`src/rtl/gcd_host_driver.sv`:
```
// Test sequencer for an external GCD processor: it resets the processor, feeds it
// X then Y, waits for halt and checks moutput against an internal subtract-only GCD.
//
// state | meaning
// IDLE  | waiting for start; rejects zero operands with a one-cycle err
// PRST  | one-cycle proc_reset pulse
// GAP1  | START_GAP idle cycles after the processor reset
// SENDX | enter strobe with minput = X
// GAP2  | OPERAND_GAP idle cycles between operands
// SENDY | enter strobe with minput = Y
// WAIT  | waiting for halt and the internal GCD, bounded by TIMEOUT
// CHECK | compare captured result against the internal GCD
module gcd_host_driver #(
    parameter int START_GAP   = 4,
    parameter int OPERAND_GAP = 7,
    parameter int TIMEOUT     = 1000
) (
    input  logic       clock,
    input  logic       reset,
    input  logic       start,
    input  logic [7:0] x_in,
    input  logic [7:0] y_in,
    input  logic       halt,
    input  logic [7:0] moutput,
    output logic       proc_reset,
    output logic       enter,
    output logic [7:0] minput,
    output logic       busy,
    output logic       done,
    output logic       pass,
    output logic       fail,
    output logic       timeout,
    output logic       err,
    output logic [7:0] result,
    output logic [7:0] expected,
    output logic [7:0] pass_count,
    output logic [7:0] fail_count
);

    typedef enum logic [2:0] {IDLE, PRST, GAP1, SENDX, GAP2, SENDY, WAIT, CHECK} state_t;

    localparam logic [15:0] GAP1_LOAD = 16'(START_GAP - 1);
    localparam logic [15:0] GAP2_LOAD = 16'(OPERAND_GAP - 1);
    localparam logic [15:0] WAIT_LOAD = 16'(TIMEOUT - 1);

    state_t      state, state_nx;
    logic [15:0] cnt, cnt_nx;
    logic [7:0]  x_r, y_r, a, b;
    logic        gcd_done, halt_seen, seen;
    logic        accept, reject, tmo_fire, chk_fire;

    // One down-counter is shared by both gaps and the halt wait.
    always_comb begin
        state_nx = state;
        cnt_nx   = cnt;
        accept   = 1'b0;
        reject   = 1'b0;
        tmo_fire = 1'b0;
        chk_fire = 1'b0;
        seen     = halt_seen | halt;
        case (state)
            IDLE: begin
                if (start) begin
                    if (x_in != 8'd0 && y_in != 8'd0) begin
                        accept   = 1'b1;
                        state_nx = PRST;
                    end else begin
                        reject = 1'b1;
                    end
                end
            end
            PRST: begin
                state_nx = GAP1;
                cnt_nx   = GAP1_LOAD;
            end
            GAP1: begin
                if (cnt == 16'd0) state_nx = SENDX;
                else              cnt_nx   = cnt - 16'd1;
            end
            SENDX: begin
                state_nx = GAP2;
                cnt_nx   = GAP2_LOAD;
            end
            GAP2: begin
                if (cnt == 16'd0) state_nx = SENDY;
                else              cnt_nx   = cnt - 16'd1;
            end
            SENDY: begin
                state_nx = WAIT;
                cnt_nx   = WAIT_LOAD;
            end
            WAIT: begin
                if (seen && gcd_done) begin
                    state_nx = CHECK;
                end else if (!seen && cnt == 16'd0) begin
                    state_nx = IDLE;
                    tmo_fire = 1'b1;
                end else if (cnt != 16'd0) begin
                    cnt_nx = cnt - 16'd1;
                end
            end
            CHECK: begin
                state_nx = IDLE;
                chk_fire = 1'b1;
            end
            default: state_nx = IDLE;
        endcase
    end

    assign proc_reset = (state == PRST);
    assign enter      = (state == SENDX) || (state == SENDY);
    assign busy       = (state != IDLE);

    always_ff @(posedge clock or posedge reset) begin
        if (reset) begin
            state      <= IDLE;
            cnt        <= 16'd0;
            x_r        <= 8'd0;
            y_r        <= 8'd0;
            minput     <= 8'd0;
            halt_seen  <= 1'b0;
            result     <= 8'd0;
            done       <= 1'b0;
            err        <= 1'b0;
            pass       <= 1'b0;
            fail       <= 1'b0;
            timeout    <= 1'b0;
            pass_count <= 8'd0;
            fail_count <= 8'd0;
        end else begin
            state <= state_nx;
            cnt   <= cnt_nx;
            err   <= reject;
            done  <= tmo_fire | chk_fire;
            if (state == GAP1 && state_nx == SENDX) minput <= x_r;
            if (state == GAP2 && state_nx == SENDY) minput <= y_r;
            if (accept) begin
                x_r       <= x_in;
                y_r       <= y_in;
                halt_seen <= 1'b0;
                pass      <= 1'b0;
                fail      <= 1'b0;
                timeout   <= 1'b0;
            end
            if (state == WAIT && halt && !halt_seen) begin
                halt_seen <= 1'b1;
                result    <= moutput;
            end
            if (tmo_fire) begin
                timeout <= 1'b1;
                fail    <= 1'b1;
                if (fail_count != 8'hFF) fail_count <= fail_count + 8'd1;
            end
            if (chk_fire) begin
                if (result == expected) begin
                    pass <= 1'b1;
                    if (pass_count != 8'hFF) pass_count <= pass_count + 8'd1;
                end else begin
                    fail <= 1'b1;
                    if (fail_count != 8'hFF) fail_count <= fail_count + 8'd1;
                end
            end
        end
    end

    // Subtractive GCD runs free of the processor handshake.
    always_ff @(posedge clock or posedge reset) begin
        if (reset) begin
            a        <= 8'd0;
            b        <= 8'd0;
            gcd_done <= 1'b0;
            expected <= 8'd0;
        end else if (accept) begin
            a        <= x_in;
            b        <= y_in;
            gcd_done <= 1'b0;
        end else if (!gcd_done) begin
            if (a > b)      a <= a - b;
            else if (b > a) b <= b - a;
            else begin
                gcd_done <= 1'b1;
                expected <= a;
            end
        end
    end

endmodule

```
`config.mk`:
```
export PLATFORM = sky130hd
export DESIGN_NAME = gcd_host_driver
export DESIGN_NICKNAME = d
export VERILOG_FILES = /design/src/rtl/gcd_host_driver.sv
export SDC_FILE = /design/constraint.sdc
export NUM_CORES = 1
export LEC_CHECK = 0
export ABC_AREA = 1
export ABC_CLOCK_PERIOD_IN_PS = 3600
export BUFFER_PORTS_ARGS = -buffer_cell sky130_fd_sc_hd__buf_2
export CAP_MARGIN = 20
export CORE_UTILIZATION = 28
export DETAILED_ROUTE_END_ITERATION = 7
export SYNTH_ARGS = -nofsm -noshare
export SYNTH_HDL_FRONTEND = slang
export SYNTH_SLANG_ARGS = --single-unit
```
`constraint.sdc`:
```
create_clock -name clock -period 3.6 [get_ports clock]
set_clock_uncertainty 0.2 [all_clocks]
set_input_delay 0.36 -clock clock [delete_from_list [all_inputs] [get_ports clock]]
set_output_delay 0.36 -clock clock [all_outputs]
set_load 0.05 [all_outputs]
```
==> impl_metrics.csv, run 1 <==
group,metric,value,unit
place,hpwl,11.0,mm
clock_tree,cts_buffers,9,
place,placed_area,0.00648,sq mm
floorplan,dieArea,0.0215,sq mm
timing,slew_viol_final,0,
worst_setup_path,cp_data_arrival_time,2.42,ns
finish,design_area,0.00678,sq mm
finish,area_delta_synth_final,16.0,%
drt,dr_wl_met3,740,microns
synthesis,synth-main-ff-cell,"dfrtp_1",
clock_tree,h-tree-depth,3,
worst_setup_path,rrSetupSlack,1.21,ns
drt,drc,0,
floorplan,top_level_ports,76,
timing,hold_viol,0,
global_route,grt_pass1_wl,24.1,mm
power_and_ir_drop,p_leak,0.00347,uW
synthesis,ys_warn_count,0,
power_and_ir_drop,intPower,3250,uW
drt,postRouteAntennaNets,0,
worst_setup_path,r2r-start,"a[0]$_DFFE_PP0P_",
worst_setup_path,end_kind,"flip-flop",
global_route,grt_max_degree,99,
worst_setup_path,crit_start,"a[0]$_DFFE_PP0P_",
floorplan,row_count,52,
timing,setup_viol,0,
power_and_ir_drop,p_sw,3550,uW
clock_tree,post_cts_resized,0,
synthesis,async_flop_share,100,%
timing,fmax,418,MHz
synthesis,syn_avg_cell_area,7.81,sq um
clock_tree,clk_latency,0.36,ns
finish,nets,871,
global_route,grt_usage,14.2,%
clock_tree,clk_pin_slew,0.08,ns
floorplan,die_y,146,microns
timing,tightest_slew,0.566,ns
place,port_buffers,75,
synthesis,synth-edff-count,0,
timing,max_slew_margin,62.2,%
drt,wirelength,14.8,mm
job,cap_violations,0,
global_route,antenna_found_initial,0,
clock_tree,cts.hold.buffers_added,1,
place,gp_congestion,0.851,
power_and_ir_drop,p_seq_share,28.1,%
floorplan,die_w,146,microns
timing,fin_crit,2.39,ns
worst_setup_path,cp-start-kind,"flip-flop",
clock_tree,cts_tree,"built",
synthesis,synth_nets,797,
synthesis,ys_types,42,
power_and_ir_drop,p_per_area,1000,mW/mm^2
drt,first_pass_iters,5,
place,dp_slack,1.22,ns
power_and_ir_drop,switching_share,52.1,%
clock_tree,numClockSinks,98,
timing,worst_slack,1.21,ns
power_and_ir_drop,power_frac_comb,57.5,%
synthesis,ys_seq_area_share,42.0,%
timing,setup_tns,0,ns
synthesis,synth-seq-cells,98,
drt,dr_wl_met2,6.55,mm
finish,diodes,0,
timing,grt_setup_unrepaired,"false",
finish,fillCellCount,2176,
global_route,first_global_vias,4607,
finish,drive_gt1_share,19.5,%
drt,detail_route.vias_per_cell,4.52,
clock_tree,post_cts.repair.setup_buffers,0,
power_and_ir_drop,ir_drop,0.373,mV
clock_tree,clk_path_buf_depth,2,
synthesis,syn_area,0.00585,sq mm
worst_setup_path,critPathKind,"flip-flop to flip-flop",
min_path,worstHoldStart,"moutput[7]",
min_path,min_path_type,"input pin to flip-flop",
power_and_ir_drop,power.share.clock,14.4,%
clock_tree,root_buffer,"clkbuf_16",
status,outcome,"finished clean",
drt,routed.top_layer,"met4",
drt,vias,4956,
floorplan,start_util,28.7,%
drt,drt-initial-drc-count,356,
worst_setup_path,cp_max_fo,7,
finish,final_core_util,33.3,%
floorplan,core,0.0204,sq mm
timing,whs,0.0344,ns
worst_setup_path,crit_required,3.63,ns
timing,fin_crit_sh,66.5,%
drt,wl_per_cell,13.5,microns
drt,wl_met1,7.35,mm
synthesis,synth_cells,748,
global_route,overflow,0,
[worst max-delay path, stage by stage, from the launching register on]
cell	delay (ns)
dfrtp_1	0.39
inv_1	0.07
ha_1	0.22
fa_1	0.42
o21ai_2	0.22
nand2_1	0.09
nand2_1	0.09
nand3_1	0.11
nand2_2	0.15
inv_1	0.13
nand2_1	0.08
nand3_1	0.08
[cells in the mapped netlist, types with 3 or more instances]
cell type	number	area, sq um
ha_1	19	238
inv_1	89	334
inv_2	8	30.0
o21ai_2	17	149
nand4_1	11	68.8
nor2_1	43	161
buf_4	4	30.0
xor2_1	14	123
dfrtp_1	98	2450
buf_2	6	30.0
nor3_1	7	35.0
a21oi_1	13	65.1
nand3_2	4	40.0
nand3b_1	3	22.5
buf_6	4	45.0
o21ai_0	43	215
o21ai_1	18	90.1
nor2_4	5	56.3
xnor2_1	13	114
nand2_1	230	863
nand2_2	9	56.3
nand3_1	54	270
mux2_2	8	90.1
nor2_2	5	31.3
[cell type report]
class / instances / area (sq um) / area share, %
clock buffers: 9 / 225 / 3.32
clock inverters: 7 / 62.6 / 0.923
inverters: 97 / 367 / 5.41
multi-input cells: 537 / 2920 / 43.0
flip-flops and latches: 98 / 2450 / 36.2
well taps: 270 / 338 / 4.98
repair buffers: 79 / 420 / 6.20
[cell usage in the layout, fill, tap and decap left out, types with 2 or more instances in the layout]
cell type,instances
nand3_2,4
o21ai_2,17
inv_1,88
o21ai_0,43
nand2_2,9
buf_4,2
nor4_1,2
a31o_2,2
nand4_2,2
xnor2_1,13
ha_1,19
o21ai_1,18
fa_1,2
nor2_4,5
inv_2,8
o21bai_1,2
nand3_1,54
nor2_2,5
a21oi_1,13
clkinvlp_4,3
clkbuf_16,9
buf_2,75
dfrtp_1,98
nor2_1,43
nand2_1,230
xor2_1,14
inv_8,2
nand3b_1,3
mux2_2,8
nor3_1,7
nand4_1,11
[logic make-up after synthesis]
| group | after synthesis | share of synthesized area [%] |
|---|---|---|
| simple gates | 379 | 28.6 |
| buf+inv | 113 | 8.18 |
| compound gates | 102 | 10.9 |
| flops | 98 | 42.0 |
| xor+xnor | 27 | 4.05 |
| fa+ha+maj | 21 | 4.75 |
| mux | 8 | 1.54 |
[registers in the layout (all words and copies together) (netlist names), 3 cells and up]
name,count
cnt,16
a,8
b,8
expected,8
fail_count,8
minput,8
pass_count,8
result,8
x_r,8
y_r,8
state,3
[routing by layer]
| layer | global-route usage (%) | up-vias |
|---|---|---|
| met1 | 20.6 | 2293 |
| met3 | 3.03 | 11 |
| met4 | 3.39 | 0 |
| li1 | - | 2539 |
| met2 | 21.6 | 113 |
| met5 | 0 | - |
[per-stage QoR]
| step | instances | power, uW |
|---|---|---|
| after floorplan | 748 | 5000 |
| after global placement | 1080 | 5830 |
| after detailed placement | 1080 | 5840 |
| after CTS | 1097 | 6850 |
| after global routing | 1097 | 7400 |
| final | 1097 | 6800 |
[worst paths after layout]
kind / end / cells past startpoint
hold / removal: result[7]$_DFFE_PP0P_ / 2
setup reg to reg: a[3]$_DFFE_PP0P_ / 11
min in group asynchronous: result[2]$_DFFE_PP0P_ / 4
max in group asynchronous: a[2]$_DFFE_PP0P_ / 4
setup / recovery: a[3]$_DFFE_PP0P_ / 11
hold reg to reg: timeout$_DFFE_PP0P_ / 2
[power by group through the flow]
stage,sequential [uW],clock [uW],combinational [uW]
after floorplan,2380,0,2620
after CTS,1920,1000,3930
final,1910,978,3910
after global routing,1970,1040,4380
after detailed placement,1930,0,3910
after global placement,1930,0,3900
Note: power is estimated with default switching activity, not from simulation.
==> run 2, diff against run 1 <==
--- a/config.mk
+++ b/config.mk
@@ -6,7 +6,7 @@
 export NUM_CORES = 1
 export LEC_CHECK = 0
 export ABC_AREA = 1
-export ABC_CLOCK_PERIOD_IN_PS = 3600
+export ABC_CLOCK_PERIOD_IN_PS = 2100
 export BUFFER_PORTS_ARGS = -buffer_cell sky130_fd_sc_hd__buf_2
 export CAP_MARGIN = 20
 export CORE_UTILIZATION = 28
==> constraint.sdc (replaced) <==
create_clock -name clock -period 2.1 [get_ports clock]
set_clock_uncertainty 0.2 [all_clocks]
set_input_delay 0.21 -clock clock [delete_from_list [all_inputs] [get_ports clock]]
set_output_delay 0.21 -clock clock [all_outputs]
set_load 0.05 [all_outputs]
==> impl_metrics.csv, run 2 (same netlist as run 1, synthesis figures left out) <==
group,metric,value,unit
worst_setup_path,cp_max_fo,6,
global_route,overflow,0,
drt,postRouteAntennaNets,0,
drt,drt-initial-drc-count,384,
floorplan,die_w,146,microns
place,gp_congestion,0.887,
timing,fin_crit,2.14,ns
worst_setup_path,r2r-start,"a[4]$_DFFE_PP0P_",
min_path,worstHoldStart,"x_in[0]",
finish,area_delta_synth_final,31.2,%
timing,tightest_slew,0.599,ns
finish,largest_register_ffs,16,
finish,top_register,"cnt",
drt,wl_per_cell,13.6,microns
clock_tree,clk_path_buf_depth,2,
global_route,antenna_found_initial,0,
worst_setup_path,critPathKind,"flip-flop to flip-flop",
drt,vias,5390,
job,cap_violations,0,
finish,nets,949,
clock_tree,clk_latency,0.34,ns
timing,hold_viol,0,
floorplan,core,0.0204,sq mm
power_and_ir_drop,ir_drop,0.797,mV
drt,drc,0,
power_and_ir_drop,p_per_area,1780,mW/mm^2
worst_setup_path,reg2regPathDepth,8,
timing,fmax,467,MHz
timing,grt_setup_unrepaired,"true",
floorplan,die_y,146,microns
clock_tree,clk_pin_slew,0.07,ns
timing,worst_slack,-0.0414,ns
finish,layout_common_cells,"nand2_1, dfrtp_1, inv_1, buf_2, buf_4",
place,place_inst,1131,
worst_setup_path,timing.rr.end,"b[4]$_DFFE_PP0P_",
timing,max_slew_margin,59.7,%
min_path,holdPathStages,3,
timing,slew_viol_final,0,
global_route,grt_usage,15.1,%
finish,final_cells,1174,
timing,fin_crit_sh,102,%
drt,detail_route.vias_per_cell,4.59,
floorplan,top_level_ports,76,
status,violations,"negative setup slack",
min_path,hold_end,"x_r[0]$_DFFE_PP0P_",
global_route,grt_max_degree,80,
clock_tree,cts_buffers,9,
power_and_ir_drop,p_leak,0.00388,uW
place,hpwl,11.6,mm
finish,layout_commonest_cell,"nand2_1",
finish,diodes,0,
finish,fillCellCount,2093,
timing,setup_tns,-0.152,ns
timing,whs,0.00991,ns
drt,first_pass_iters,5,
place,port_buffers,75,
floorplan,row_count,52,
status,outcome,"finished with violations",
clock_tree,root_buffer,"clkbuf_16",
global_route,first_global_vias,5021,
floorplan,start_util,28.7,%
worst_setup_path,cp_data_arrival_time,2.18,ns
floorplan,dieArea,0.0215,sq mm
worst_setup_path,rrSetupSlack,-0.04,ns
finish,final_core_util,37.7,%
clock_tree,numClockSinks,98,
worst_setup_path,end_kind,"flip-flop",
worst_setup_path,crit_required,2.13,ns
worst_setup_path,cp-start-kind,"flip-flop",
finish,drive_gt1_share,28.7,%
clock_tree,cts_tree,"built",
global_route,grt_pass1_wl,25.6,mm
timing,setup_viol,9,
clock_tree,h-tree-depth,3,
min_path,min_path_type,"input pin to flip-flop",
drt,wirelength,16.0,mm
[run 2: worst max-delay path: stages, from the launching register on]
cell and delay, ns:
dfrtp_1 0.39, buf_4 0.14, ha_1 0.20, a21o_1 0.22, a21boi_2 0.25, nand3_2 0.16
or2_4 0.33, nand3_1 0.09, nand2_1 0.06
[run 2: final cells by class]
cell class	instances	area, sq um	share of cell area [%]
well taps	270	338	4.40
clock buffers	13	250	3.26
multi-input cells	539	3170	41.3
clock inverters	2	38.8	0.506
flip-flops and latches	98	2450	32.0
repair buffers	155	1040	13.6
inverters	97	375	4.89
[run 2: how the worst max path moves through the flow]
| stage | from | to | slack, ns | cells after the start |
|---|---|---|---|---|
| after floorplan | fail_count[1]$_DFF_PP0_ | fail_count[6]$_DFF_PP0_ | 0.002 | 11 |
| after global placement | a[4]$_DFFE_PP0P_ | expected[4]$_DFFE_PP0P_ | -0.04 | 10 |
| after detailed placement | a[0]$_DFFE_PP0P_ | a[6]$_DFFE_PP0P_ | -0.09 | 11 |
| after CTS | a[0]$_DFFE_PP0P_ | b[0]$_DFFE_PP0P_ | -0.007 | 8 |
| after global routing | a[0]$_DFFE_PP0P_ | b[4]$_DFFE_PP0P_ | -0.15 | 9 |
| final | a[4]$_DFFE_PP0P_ | b[4]$_DFFE_PP0P_ | -0.04 | 8 |
[run 2: power by group]
group | internal (uW) | leakage [uW] | switching, uW | total, uW
clock network | 955 | 0.000140 | 727 | 1680
registers | 2650 | 0.00124 | 572 | 3220
logic | 3320 | 0.00250 | 5410 | 8730
[run 2: routing by layer]
metal	track usage, %	vias up	share of wire [%]
met2	23.5	141	46
li1	-	2696	-
met1	21.1	2534	48
met3	2.19	19	4.4
met4	5.63	0	2.1
met5	0	-	0
[run 2: timing repair]
item,4_1_cts,5_1_grt
endpoints found under the hold margin,113,0
resized for setup,10,55
hold buffers,16,0
cloned,0,2
setup buffers,6,4
setup endpoints to repair,24,45
pin swaps,2,14
[run 2: metrics by stage]
stage                     total power [uW]  cell area (sq um)  setup WS, ns
after floorplan                       8580               5850       0.00165
after global placement               10700               6870       -0.0425
after detailed placement             10800               6870       -0.0948
after CTS                            12800               7400      -0.00703
after global routing                 14700               7670        -0.150
final                                13600               7670       -0.0414
